File: config.mk
export PLATFORM = sky130hd
export DESIGN_NAME = ula_seq
export DESIGN_NICKNAME = d
export VERILOG_FILES = /design/src/rtl/ula_seq.sv
export SDC_FILE = /design/constraint.sdc
export NUM_CORES = 1
export LEC_CHECK = 0
export CORE_UTILIZATION = 52
export DETAILED_ROUTE_END_ITERATION = 8
export GPL_TIMING_DRIVEN = 1
export PLACE_DENSITY = 0.76
export SLEW_MARGIN = 0
export SYNTH_ARGS = -nofsm -noshare
export SYNTH_HDL_FRONTEND = slang
export SYNTH_SLANG_ARGS = --single-unit
File: constraint.sdc
create_clock -name clk -period 3.6 [get_ports clk]
set_clock_uncertainty 0.05 [all_clocks]
set_input_delay 0.72 -clock clk [delete_from_list [all_inputs] [get_ports clk]]
set_output_delay 0.72 -clock clk [all_outputs]
set_load 0.01 [all_outputs]
File: src/rtl/ula_seq.sv
// ula_seq: sequential ALU; single-cycle logic/arith ops, iterative shift-add MUL and restoring DIV.
// Define ULA_SEQ_MOD_EN to decode opcode 14 as MOD through the shared divider.
module ula_seq #(
  parameter int DATA_SIZE = 11
) (
  input  logic                 clk,
  input  logic                 rst,
  input  logic                 in_valid,
  output logic                 in_ready,
  input  logic [3:0]           opcode,
  input  logic [DATA_SIZE-1:0] operand_a,
  input  logic [DATA_SIZE-1:0] operand_b,
  output logic                 out_valid,
  input  logic                 out_ready,
  output logic [DATA_SIZE-1:0] out,
  output logic                 error
);
  localparam int W = DATA_SIZE;
  localparam int CW = $clog2(W);
  typedef enum logic [1:0] {IDLE, CALC, DONE} state_t;
  state_t state_q, state_d;
  logic [W-1:0] out_q, out_d, a_q, a_d, b_q, b_d, acc_q, acc_d;
  logic [CW-1:0] cnt_q, cnt_d;
  logic err_q, err_d, div_q, div_d;
`ifdef ULA_SEQ_MOD_EN
  logic mod_q, mod_d;
`endif
  logic [W-1:0] alu, acc_mul, a_div, acc_div;
  logic [W:0] rsh;
  logic alu_err, multi, ge;
  always_comb begin
    alu = '0;
    alu_err = 1'b0;
    multi = 1'b0;
    case (opcode)
      4'd4: alu = operand_a + operand_b;
      4'd5: alu = operand_a - operand_b;
      4'd6: multi = 1'b1;
      4'd7: begin
        alu = operand_b == '0 ? '1 : '0;
        alu_err = operand_b == '0;
        multi = operand_b != '0;
      end
      4'd8: alu = operand_a & operand_b;
      4'd9: alu = W'(~|(operand_a & operand_b));
      4'd10: alu = operand_a | operand_b;
      4'd11: alu = operand_a ^ operand_b;
      4'd12: alu = operand_a > operand_b ? W'(1) : operand_a == operand_b ? '0 : '1;
      4'd13: alu = W'(~|operand_a);
`ifdef ULA_SEQ_MOD_EN
      4'd14: begin
        alu = operand_b == '0 ? operand_a : '0;
        alu_err = operand_b == '0;
        multi = operand_b != '0;
      end
`endif
      default: alu_err = 1'b1;
    endcase
  end
  // One iteration step: MUL adds the shifted multiplicand; DIV shifts the next dividend bit into the remainder.
  assign acc_mul = acc_q + (b_q[0] ? a_q : '0);
  assign rsh = {acc_q, a_q[W-1]};
  assign ge = rsh >= {1'b0, b_q};
  assign acc_div = ge ? W'(rsh - {1'b0, b_q}) : rsh[W-1:0];
  assign a_div = {a_q[W-2:0], ge};
  always_comb begin
    state_d = state_q;
    out_d = out_q;
    err_d = err_q;
    a_d = a_q;
    b_d = b_q;
    acc_d = acc_q;
    cnt_d = cnt_q;
    div_d = div_q;
`ifdef ULA_SEQ_MOD_EN
    mod_d = mod_q;
`endif
    case (state_q)
      IDLE: if (in_valid) begin
        a_d = operand_a;
        b_d = operand_b;
        acc_d = '0;
        cnt_d = '0;
        div_d = opcode != 4'd6;
`ifdef ULA_SEQ_MOD_EN
        mod_d = opcode == 4'd14;
`endif
        err_d = alu_err;
        state_d = multi ? CALC : DONE;
        out_d = multi ? out_q : alu;
      end
      CALC: begin
        cnt_d = cnt_q + 1'b1;
        acc_d = div_q ? acc_div : acc_mul;
        a_d = div_q ? a_div : a_q << 1;
        b_d = div_q ? b_q : b_q >> 1;
        if (cnt_q == CW'(W - 1)) begin
          state_d = DONE;
`ifdef ULA_SEQ_MOD_EN
          out_d = div_q ? (mod_q ? acc_div : a_div) : acc_mul;
`else
          out_d = div_q ? a_div : acc_mul;
`endif
        end
      end
      DONE: state_d = out_ready ? IDLE : DONE;
      default: state_d = IDLE;
    endcase
  end
  always_ff @(posedge clk or posedge rst) begin
    if (rst) begin
      state_q <= IDLE;
      out_q <= '0;
      err_q <= 1'b0;
      a_q <= '0;
      b_q <= '0;
      acc_q <= '0;
      cnt_q <= '0;
      div_q <= 1'b0;
`ifdef ULA_SEQ_MOD_EN
      mod_q <= 1'b0;
`endif
    end else begin
      state_q <= state_d;
      out_q <= out_d;
      err_q <= err_d;
      a_q <= a_d;
      b_q <= b_d;
      acc_q <= acc_d;
      cnt_q <= cnt_d;
      div_q <= div_d;
`ifdef ULA_SEQ_MOD_EN
      mod_q <= mod_d;
`endif
    end
  end
  assign in_ready = state_q == IDLE;
  assign out_valid = state_q == DONE;
  assign out = out_q;
  assign error = err_q;
endmodule

After elaboration in Yosys (flattened, before gate mapping)
Cells that the tools add are included.

Register bits after elaboration: 52. Input bits: 30. Output and inout bits: 14.

Add/subtract/negate cells: 5. $lt $le $gt $ge: 2. Eq/ne operators: 19. Mux-type cells: 29. Bitwise gates (word level): 3. Reductions and logical operators: 14.

Operators with widths (number): $mux W11 (14); $pmux W11 S9 (1); $pmux W11 S2 (4); $eq A4 B4 Y1 const B (7); $add A11 B11 Y11 (2); $reduce_or A11 Y1 (2); $sub A11 B11 Y11 (2); $eq A4 B3 Y1 const B (4); $ge A12 B11 Y1 (1); $and A11 B11 Y11 (1); $eq A11 B11 Y1 (1); $gt A11 B11 Y1 (1); $logic_not A11 Y1 (1); $or A11 B11 Y11 (1); $reduce_bool A11 Y1 (1); $xor A11 B11 Y11 (1); $reduce_or A9 Y1 (1); $mux W2 (4); $ne A2 B2 Y1 const B (4); $pmux W4 S2 (1); $pmux W2 S3 (1); $reduce_and A2 Y1 (3); $add A4 B1 Y4 const B (1); $mux W4 (1); other kinds (10) (12).

Logic depth before layout (Yosys ltp)
Gate-level depths: netlist (run 1).

Depth after elaboration: 7. Depth in mapped cells: 12. Gate-level depth less buffers: 11.

Worst setup path before layout (run 1)
Ideal clock, no wire load.

Kind: input port to flip-flop. Start: input operand_a[8]. End: register out_q[2], in the netlist out[2]. Library setup time: 0.133 ns. Data arrival time: 2.913 ns. Data required time: 3.417 ns. Setup slack: 0.504 ns. Cell stages on the path: 11. Path through: inv_1 -> ha_1 -> buf_6 -> or4_4 -> o41ai_2 -> nor4b_1 -> a21o_1 -> buf_6 -> a211o_1 -> a211oi_1 -> a21oi_1.

Cells in the longest elaborated chain, start to end: 7.

Ends and longest elaborated chain: from (decl) (line 11) `input logic [DATA_SIZE-1:0] operand_a,`; parallel branches: the longest is 2 deep, another holds $gt A11 B11 Y1; $mux W11 (*) (line 48) `4'd12: alu = operand_a > operand_b ? W'(1) : operand_a == operand_b ? '0 : '1;`; $pmux W11 S9 (*) (line 35) `case (opcode)`; $mux W11 (*) (line 90) `out_d = multi ? out_q : alu;`; $mux W11 (*) (line 79) `IDLE: if (in_valid) begin`; $pmux W11 S2 (*) (line 78) `case (state_q)`; to (signal assigned) (line 125) `out_q <= out_d;`; to (decl) (line 22) `logic [W-1:0] out_q, out_d, a_q, a_d, b_q, b_d, acc_q, acc_d;`.

Every way passes the cells marked *. The select of a mux whose other input is x is not followed. A chain may end at the register's enable or synchronous reset.

Worst setup path in the final report (run 1)
Start: input operand_b[9]. End: register out_q[0], in the netlist out[0].

Cells in the longest elaborated chain, start to end: 7.

Ends and longest elaborated chain: from (decl) (line 12) `input logic [DATA_SIZE-1:0] operand_b,`; parallel branches: the longest is 7 deep, another holds $gt A11 B11 Y1.

Parallel ways; which one is timed is not known. The select of a mux whose other input is x is not followed.

==> run_results.csv, run 1 <==
group,metric,value,unit
power_and_ir_drop,pwr-share-seq,0.307,
critical_path,path_buf_inv,3,
power_and_ir_drop,powerDensity,499,mW/mm²
detailed_routing,num_vias,5726,
cells_and_area,syn2layout_area_growth,21.5,%
yosys,ys_types,64,
place,gp_congestion,0.970,
yosys,synth_area,0.00540,mm²
yosys,synth_top_cell_by_area,"dfrtp_1",
cells_and_area,nets,872,
critical_path,reg2reg_depth,11,
power_and_ir_drop,p_sw_frac,0.445,
detailed_routing,met2_length,8.39,mm
clocking,htree_levels,2,
min_path,hold_class,"flip-flop to flip-flop",
floorplanning,die-area,0.0108,mm²
yosys,syn_nets,780,
critical_path,cpMaxStageDelayCell,"or4_4",
detailed_routing,drt-pass1-iter-count,5,
outcome,status,"finished clean",
power_and_ir_drop,internal-power,1.82,mW
detailed_routing,wire_per_inst,20.6,µm
floorplanning,pin_count,44,
place,port_buffers,43,
yosys,ys_ff_latch,52,
timing,rsz0062_at_grt,"false",
clocking,cts-root-buf,"clkbuf_8",
cells_and_area,layout-drive-gt1-share,0.127,
floorplanning,initial_core_util,0.545,
job,cap_violations,0,
timing,slew_viol_final,0,
critical_path,reg2reg_to,"out[0]",
clocking,numCtsBuffers,5,
timing,period_share,0.933,
power_and_ir_drop,p_switching,1.46,mW
clocking,cts-hold-fix-buffers,0,
yosys,synth_top_area_frac,0.241,
detailed_routing,drtAntennaViolNets,0,
global_routing,grt_use_total,0.351,
critical_path,end_kind,"flip-flop",
critical_path,crit_family,"compound AO/OA/AOI/OAI gates",
timing,max_freq,298,MHz
critical_path,startpoint_type,"primary input",
min_path,hold_start,"out[3]",
timing,finalSetupViolCount,0,
global_routing,grt_pass1_vias,5549,
detailed_routing,wl,18.8,mm
yosys,yosysMostFrequentCell,"nor2_1",
power_and_ir_drop,clockPowerShare,0.124,
yosys,syn_avg_cell_area,7.84,µm²
yosys,synth_area_leaders,"dfrtp_1, ha_1, a21oi_1",
clocking,cts_tree,"yes",
critical_path,cp_max_fo,3,
critical_path,rr_startpoint,"a_q[10]",
floorplanning,die_h,104,µm
power_and_ir_drop,irDropWorstVdd,368,µV
clocking,clk_pin_slew_worst_paths,0.09,ns
clocking,post_cts_buffers,0,
global_routing,grt_first_pass_wirelength,29.6,mm
min_path,whs_path_depth,2,
floorplanning,design.core.area,0.00991,mm²
min_path,min_to,"out[3]",
clocking,clock-sinks,52,
floorplanning,rows,36,
yosys,synthArstFlopShare,1.00,
yosys,synth_flop_cell,"dfrtp_1",
global_routing,grt_max_degree,40,
global_routing,overflow,0,
detailed_routing,top_layer_used,"met4",
detailed_routing,wl_met3,1.60,mm
timing,final_hold_viol_count,0,
power_and_ir_drop,combPwrFrac,0.569,
power_and_ir_drop,p_leak,3.03,nW
clocking,worstSkewPairLatency,0.31,ns
timing,relSlewSlack,0.165,
yosys,netlist_instances,689,
detailed_routing,drtIter0Drc,501,
critical_path,path_cells,"clkdlybuf4s50_1 -> inv_1 -> ha_1 -> or4_4 -> o41ai_2 -> buf_4 -> a21oi_1 -> a221oi_1 -> o22ai_1 -> mux2_2",
cells_and_area,num_antenna_cells,0,
timing,worst_pin_slew,1.25,ns
detailed_routing,wl_met1,8.33,mm
detailed_routing,vias_per_cell,6.26,
clocking,cts_resized,0,
critical_path,cpPeakStageDelay,0.57,ns
timing,min_period,3.36,ns
floorplanning,die_x,104,µm
detailed_routing,drc,0,
critical_path,worstPathArrival,3.50,ns
critical_path,rrSetupSlack,0.36,ns
yosys,ys_seq_area_frac,0.241,
yosys,synth_edf_count,0,
yosys,yosys_warnings,0,
clocking,clockBufferDepth,2,
critical_path,path_class,"primary input to flip-flop",
cells_and_area,final_core_util,0.662,
critical_path,cp.required,3.74,ns
place,dp_hpwl,15.3,mm
global_routing,antenna_found_initial,0,
power_and_ir_drop,p_total,3.27,mW
yosys,synthTopCellsByCount,"nor2_1, a21oi_1, inv_1",
[registers in the layout (all words and copies together) (netlist names)]
| signal | cells |
|---|---|
| a_q | 11 |
| acc_q | 11 |
| b_q | 11 |
| out | 11 |
| cnt_q | 4 |
| state_q | 2 |
| div_q | 1 |
| error | 1 |
[worst max path at each step]
stage,to,slack [ns],cells after the start,start
3_5_place_dp,out[7],-0.10,9,operand_a[9]
5_1_grt,out[8],0.14,10,operand_a[9]
2_1_floorplan,out[2],0.50,11,operand_a[8]
3_3_place_gp,out[7],-0.04,9,operand_a[9]
6_report,out[0],0.24,10,operand_b[9]
4_1_cts,out[7],0.22,9,operand_a[9]
[routing by layer]
metal / vias up / global-route usage
li1: 2680 / -
met1: 2744 / 0.494
met2: 257 / 0.552
met3: 45 / 0.0670
met4: 0 / 0.0949
met5: - / 0
[worst register-to-register path, delay by kind of cell (launching register included)]
kind                       cells  cell delay, ns
adders and majority gates      2            0.62
DFF                            1            0.42
buffers and inverters          2            0.16
AOI/OAI and AO/OA              5            1.23
muxes                          2            0.66
[stage by stage]
| step | hold slack (ns) | worst slack, ns | TNS [ns] | std cells | instance area, µm² |
|---|---|---|---|---|---|
| after global placement | 0.450 | -0.0418 | -0.0418 | 907 | 6450 |
| after CTS | 0.457 | 0.219 | 0 | 915 | 6560 |
| final | 0.456 | 0.241 | 0 | 915 | 6560 |
| after global routing | 0.487 | 0.136 | 0 | 915 | 6560 |
| after floorplan | 0.427 | 0.504 | 0 | 689 | 5400 |
| after detailed placement | 0.436 | -0.103 | -0.321 | 907 | 6450 |
[power groups by stage]
stage,sequential [mW],clock (mW),combinational (mW)
2_1_floorplan,0.950,0,1.18
3_3_place_gp,0.995,0,1.77
3_5_place_dp,1.01,0,1.82
4_1_cts,0.996,0.406,1.84
5_1_grt,1.02,0.426,2.03
6_report,1.00,0.406,1.86
[cell usage in the layout, fill, tap and decap left out, types with 14 or more instances in the layout]
master and n:
buf_4 82, inv_1 57, nand2_1 41, clkdlybuf4s50_1 43
a21oi_1 61, nor3_1 14, dfrtp_1 52, ha_1 57
a211oi_1 16, nor2_1 68, xnor2_1 17, o21ai_0 49
[cell families after synthesis]
| kind of cell | Yosys count | synth area share |
|---|---|---|
| adders and majority gates | 61 | 0.147 |
| AOI/OAI and AO/OA | 235 | 0.290 |
| buffers and inverters | 98 | 0.0713 |
| xor gates and xnor gates | 22 | 0.0357 |
| muxes | 12 | 0.0227 |
| and+or+nand+nor | 209 | 0.192 |
| DFF | 52 | 0.241 |
[area by class of cell]
type	count	area, µm²
Multi-Input combinational cell	539	3720
Fill cell	873	3350
Sequential cell	52	1300
Timing Repair Buffer	125	1050
Inverter	58	218
Tap cell	133	166
Clock buffer	6	72.6
Clock inverter	2	35.0
Note: power is estimated with default switching activity, not from simulation.
==> run 2, diff against run 1 <==
- SLEW_MARGIN: 0 -> 20
==> run 2 against run 1 <==
Final cell count did not move. Sequential power barely moved. Count of clock-buffer cells in the layout did not move. Global-route usage did not move. Critical path depth did not move. Clock power barely moved. Flip-flop and latch count did not move. Largest cell class unchanged. Largest power group unchanged.
==> run_results.csv, run 2 (same netlist as run 1, synthesis figures left out) <==
group,metric,value,unit
detailed_routing,vias_per_cell,6.25,
min_path,hold_class,"flip-flop to flip-flop",
global_routing,grt_use_total,0.351,
cells_and_area,fin_area,0.00656,mm²
clocking,cts-hold-fix-buffers,0,
floorplanning,die-area,0.0108,mm²
critical_path,worstPathArrival,3.52,ns
floorplanning,die_h,104,µm
detailed_routing,wl,18.8,mm
global_routing,antenna_found_initial,0,
cells_and_area,syn2layout_area_growth,21.5,%
power_and_ir_drop,powerDensity,499,mW/mm²
outcome,status,"finished clean",
detailed_routing,drc,0,
global_routing,grt_max_degree,40,
job,cap_violations,0,
clocking,clock-sinks,52,
floorplanning,initial_core_util,0.545,
detailed_routing,wire_per_inst,20.6,µm
critical_path,startpoint_type,"primary input",
critical_path,cp.required,3.75,ns
cells_and_area,multi_input_area,0.00372,mm²
place,dp_hpwl,15.3,mm
critical_path,rrSetupSlack,0.37,ns
detailed_routing,num_vias,5721,
floorplanning,die_x,104,µm
power_and_ir_drop,p_leak,3.03,nW
timing,worst_pin_slew,0.781,ns
clocking,worstSkewPairLatency,0.31,ns
timing,max_freq,297,MHz
critical_path,cp_max_fo,3,
clocking,numCtsBuffers,5,
cells_and_area,layout_common_cells,"buf_4, nor2_1, a21oi_1",
detailed_routing,drt-pass1-iter-count,5,
clocking,clockBufferDepth,2,
floorplanning,design.core.area,0.00991,mm²
cells_and_area,layout-drive-gt1-share,0.128,
clocking,cts_resized,0,
timing,slew_viol_final,0,
clocking,cts-root-buf,"clkbuf_8",
global_routing,grt_first_pass_wirelength,29.6,mm
clocking,post_cts_buffers,0,
place,place_ws,-0.103,ns
detailed_routing,drtAntennaViolNets,0,
power_and_ir_drop,p_total,3.27,mW
timing,final_hold_viol_count,0,
timing,layout_setup_ws,0.233,ns
clocking,cts_tree,"yes",
clocking,htree_levels,2,
timing,period_share,0.935,
cells_and_area,final_core_util,0.662,
place,gp_congestion,0.970,
timing,rsz0062_at_grt,"false",
power_and_ir_drop,irDropWorstVdd,371,µV
floorplanning,pin_count,44,
global_routing,grt_pass1_vias,5549,
detailed_routing,drtIter0Drc,508,
place,port_buffers,43,
cells_and_area,fillCellCount,872,
critical_path,path_class,"primary input to flip-flop",
cells_and_area,seq_area,0.00130,mm²
cells_and_area,num_antenna_cells,0,
cells_and_area,nets,872,
timing,finalSetupViolCount,0,
critical_path,end_kind,"flip-flop",
timing,relSlewSlack,0.479,
floorplanning,rows,36,
clocking,clk_pin_slew_worst_paths,0.09,ns
place,place_area,0.00645,mm²
timing,min_period,3.37,ns
cells_and_area,layout_commonest_cell,"buf_4",
global_routing,overflow,0,
==> run 2: per-stage QoR <==
stage,hold WS [ns],cells,TNS (ns)
floorplan,0.427,689,0
global placement,0.450,907,-0.0418
detailed placement,0.436,907,-0.321
CTS,0.457,915,0
global route,0.487,915,0
finish,0.457,915,0
==> run 2: layer usage <==
layer / share of wire / routed length, µm / up-vias / GRT usage
met5: 0 / 0 / - / 0
met4: 0.029 / 546 / 0 / 0.0949
met3: 0.084 / 1590 / 50 / 0.0670
met2: 0.44 / 8360 / 249 / 0.552
met1: 0.44 / 8340 / 2743 / 0.494
li1: - / - / 2679 / -
==> run 2: critical path, stage by stage <==
cell and delay, ns:
clkdlybuf4s50_1 0.49, inv_1 0.07, ha_1 0.30, or4_4 0.57
o41ai_2 0.38, buf_4 0.17, a21oi_1 0.06, a221oi_1 0.30
o22ai_1 0.16, mux2_2 0.29
==> run 2: worst paths after layout <==
kind,start,endpoint,depth (start not counted)
worst max-delay path,operand_b[9],out[0],10
worst min-delay path,out[3],out[3],2
min in group asynchronous,rst,out[7],2
worst min register to register,out[3],out[3],2
worst max register to register,a_q[10],out[0],11
max in group asynchronous,rst,acc_q[5],3
==> run 2: area by class of cell <==
type | instances | area share
inverter | 58 | 0.0332
clock buffer | 6 | 0.0111
timing repair buffer | 125 | 0.159
multi-input combinational | 539 | 0.567
sequential | 52 | 0.198
tap | 133 | 0.0254
clock inverter | 2 | 0.00534
==> run 2: power breakdown <==
group | internal [mW] | switching (mW) | leakage [nW]
Sequential | 0.792 | 0.212 | 0.655
Combinational | 0.816 | 1.04 | 2.32
Clock | 0.207 | 0.202 | 0.0552
==> RTL edit (flow settings as in run 1) <==
Reset style: synchronous (`rst`), changed in one clocked block.
--- a/src/rtl/ula_seq.sv
+++ b/src/rtl/ula_seq.sv
@@ -107,7 +107,7 @@
       default: state_d = IDLE;
     endcase
   end
-  always_ff @(posedge clk or posedge rst) begin
+  always_ff @(posedge clk) begin
     if (rst) begin
       state_q <= IDLE;
       out_q <= '0;
Formal check against the unedited RTL: differs if rst is asserted again (counterexample within 4 cycles, from zero or initial values and one cycle with rst high); with rst held inactive, the same outputs for 10 cycles.
==> RTL edit against run 1 <==
  * Largest cell class unchanged
  * Critical path type unchanged
  * Synthesized area is 2.6% lower
  * Highest routed layer is now met5
  * Final area is 6.6% lower
  * Setup slack improved by 0.060 ns
  * Routed wire length down 9.4%
  * Cell count fell by 1.1%
  * Sequential cell count unchanged
  * Die area is 2.6% lower
Power is not compared: it rests on default switching activity, and its combinational part moved more than twofold at a synthesized area within 25%.
==> RTL edit: results (changes against run 1) <==
stage;metric;value;unit;change
setup_path;worstPathMaxFanout;10;;was 3
global_route;use_met2;52.82;%;was 55.19%
global_route;grt_use_met3;4.000;%;was 6.704%
cts;cts_buffers;5;;unchanged
global_route;grt_pass1_wl;26550;um;was 29640 um
global_route;grt_pass1_vias;5146;;was 5549
cts;clk_pin_slew;0.11;ns;was 0.09 ns
global_route;grt_usage;33.21;%;was 35.14%
cts;ctsResizeCount;0;;unchanged
place;routabilityCongestion;0.9738;;was 0.9697
global_route;grtUsageMet1;43.48;%;was 49.36%
setup_path;arrival;3.42;ns;was 3.50 ns
cts;clk_root_buffer_cell;clkbuf_8;;unchanged
cells_and_area;n_antenna_cell;0;;unchanged
outcome;status;completed;;unchanged
synth;syn_nets;807;;was 780
power_and_ir_drop;vdd.ir_drop.worst;0.1734;mV;
synth;ys_top_cells_by_count;nor2_1 (84), nand2_1 (70), inv_1 (60);;was nor2_1 (68), a21oi_1 (61), inv_1 (58)
timing;slew_headroom;44.82;%;was 16.49%
cells_and_area;layout.nets;862;;was 872
synth;ys_async_sr_fraction;0;%;was 100.0%
power_and_ir_drop;power_leakage;2.581;nW;
timing;setup_viol;0;;unchanged
synth;yosysSeqAreaShare;19.79;%;was 24.09%
cts;cts.path.max_buffers;2;;unchanged
detailed_routing;routed_wl;17060;um;was 18830 um
cts;postCtsSetupRepairBufs;0;;unchanged
power_and_ir_drop;swShare;37.93;%;
synth;synth.most_common_cell;nor2_1;;unchanged
detailed_routing;dr.pass1.iters;5;;unchanged
detailed_routing;first_iter_violations;495;;was 501
detailed_routing;viasPerCell;6.308;;was 6.258
place;io_buffers;43;;unchanged
synth;ys.flop_type;dfxtp_1;;was dfrtp_1
cts;clk_latency;0.32;ns;
synth;yosysWarnings;0;;unchanged
cells_and_area;drive_gt1_share;8.679;%;was 12.66%
global_route;grt_max_degree;37;;was 40
place;hpwl;13750;um;was 15270 um
hold_path;hp-class;flip-flop to flip-flop;;unchanged
global_route;antenna_found_initial;1;;was 0
cts;htree_levels;2;;unchanged
synth;synth_area_leaders;dfxtp_1 (20%), ha_1 (14%), nor2_1 (6.0%);;was dfrtp_1 (24%), ha_1 (13%), a21oi_1 (5.7%)
place;place_ws;0.02166;ns;was -0.1032 ns
synth;synthDistinctLibCells;72;;was 64
==> RTL edit: changes by cell type in the layout (fill, tap and decap cells not counted), sizes merged, moves of 7 or more <==
cell / change
dfrtp: -52
dfxtp: +52
buf: -38
nand2: +29
a311oi: +25
a21oi: -18
o21ai: -18
nor2: +16
a211oi: -9
nand3: +7
==> RTL edit: through the flow <==
stage	hold WS, ns	utilization, %	instances	instance area (um2)
after floorplan	0.4048	-	716	5261
after global placement	0.4110	61.70	897	6031
after detailed placement	0.4312	61.70	897	6031
after CTS	0.4512	62.70	905	6128
after global routing	0.4833	62.70	905	6128
final	0.4480	62.70	905	6128
==> RTL edit: area by class of cell <==
cell class,instances,area [um2]
multi-input cells,566,3837
repair buffers,86,760.7
fillers,898,3646
inverters,60,225.2
clock inverters,2,15.01
flip-flops and latches,52,1041
well taps,133,166.4
clock buffers,6,82.58
==> RTL edit: worst max-delay path: stages <==
cell,delay (ns)
clkdlybuf4s50_1,0.49
inv_1,0.07
ha_1,0.29
or4_1,0.61
nor3_1,0.24
a311o_2,0.25
o41ai_4,0.14
nor4_1,0.45
o221ai_1,0.17
==> RTL edit: final timing paths <==
kind | startpoint | to | slack, ns | cells past startpoint
setup reg to reg | b_q[0] | acc_q[1] | 0.37 | 10
hold / removal | b_q[10] | b_q[9] | 0.45 | 2
setup / recovery | operand_b[8] | out[8] | 0.30 | 9
hold reg to reg | b_q[10] | b_q[9] | 0.45 | 2
==> RTL edit: kinds of logic (layout without fill, tap and decap cells) <==
kind of cell / count (synthesis) / count (layout) / synth area share, %
buf+inv: 98 / 154 / 7.324
xor+xnor: 20 / 20 / 3.329
simple gates: 268 / 268 / 24.21
flops: 52 / 52 / 19.79
compound gates: 205 / 205 / 27.94
mux: 12 / 12 / 2.331
fa+ha+maj: 61 / 61 / 15.08
==> RTL edit: power by group through the flow <==
stage / clock network [W] / registers (W) / logic, W
after floorplan: 0 / 0.000660 / 0.000452
after global placement: 0 / 0.000681 / 0.000687
after detailed placement: 0 / 0.000682 / 0.000694
after CTS: 0.000373 / 0.000669 / 0.000699
after global routing: 0.000398 / 0.000677 / 0.000768
final: 0.000368 / 0.000672 / 0.000710
==> RTL edit: layer usage <==
layer	part of all wire, %	vias up
met4	5.4	2
met1	42	2613
met3	8.2	65
li1	-	2711
met5	0.076	-
met2	45	318
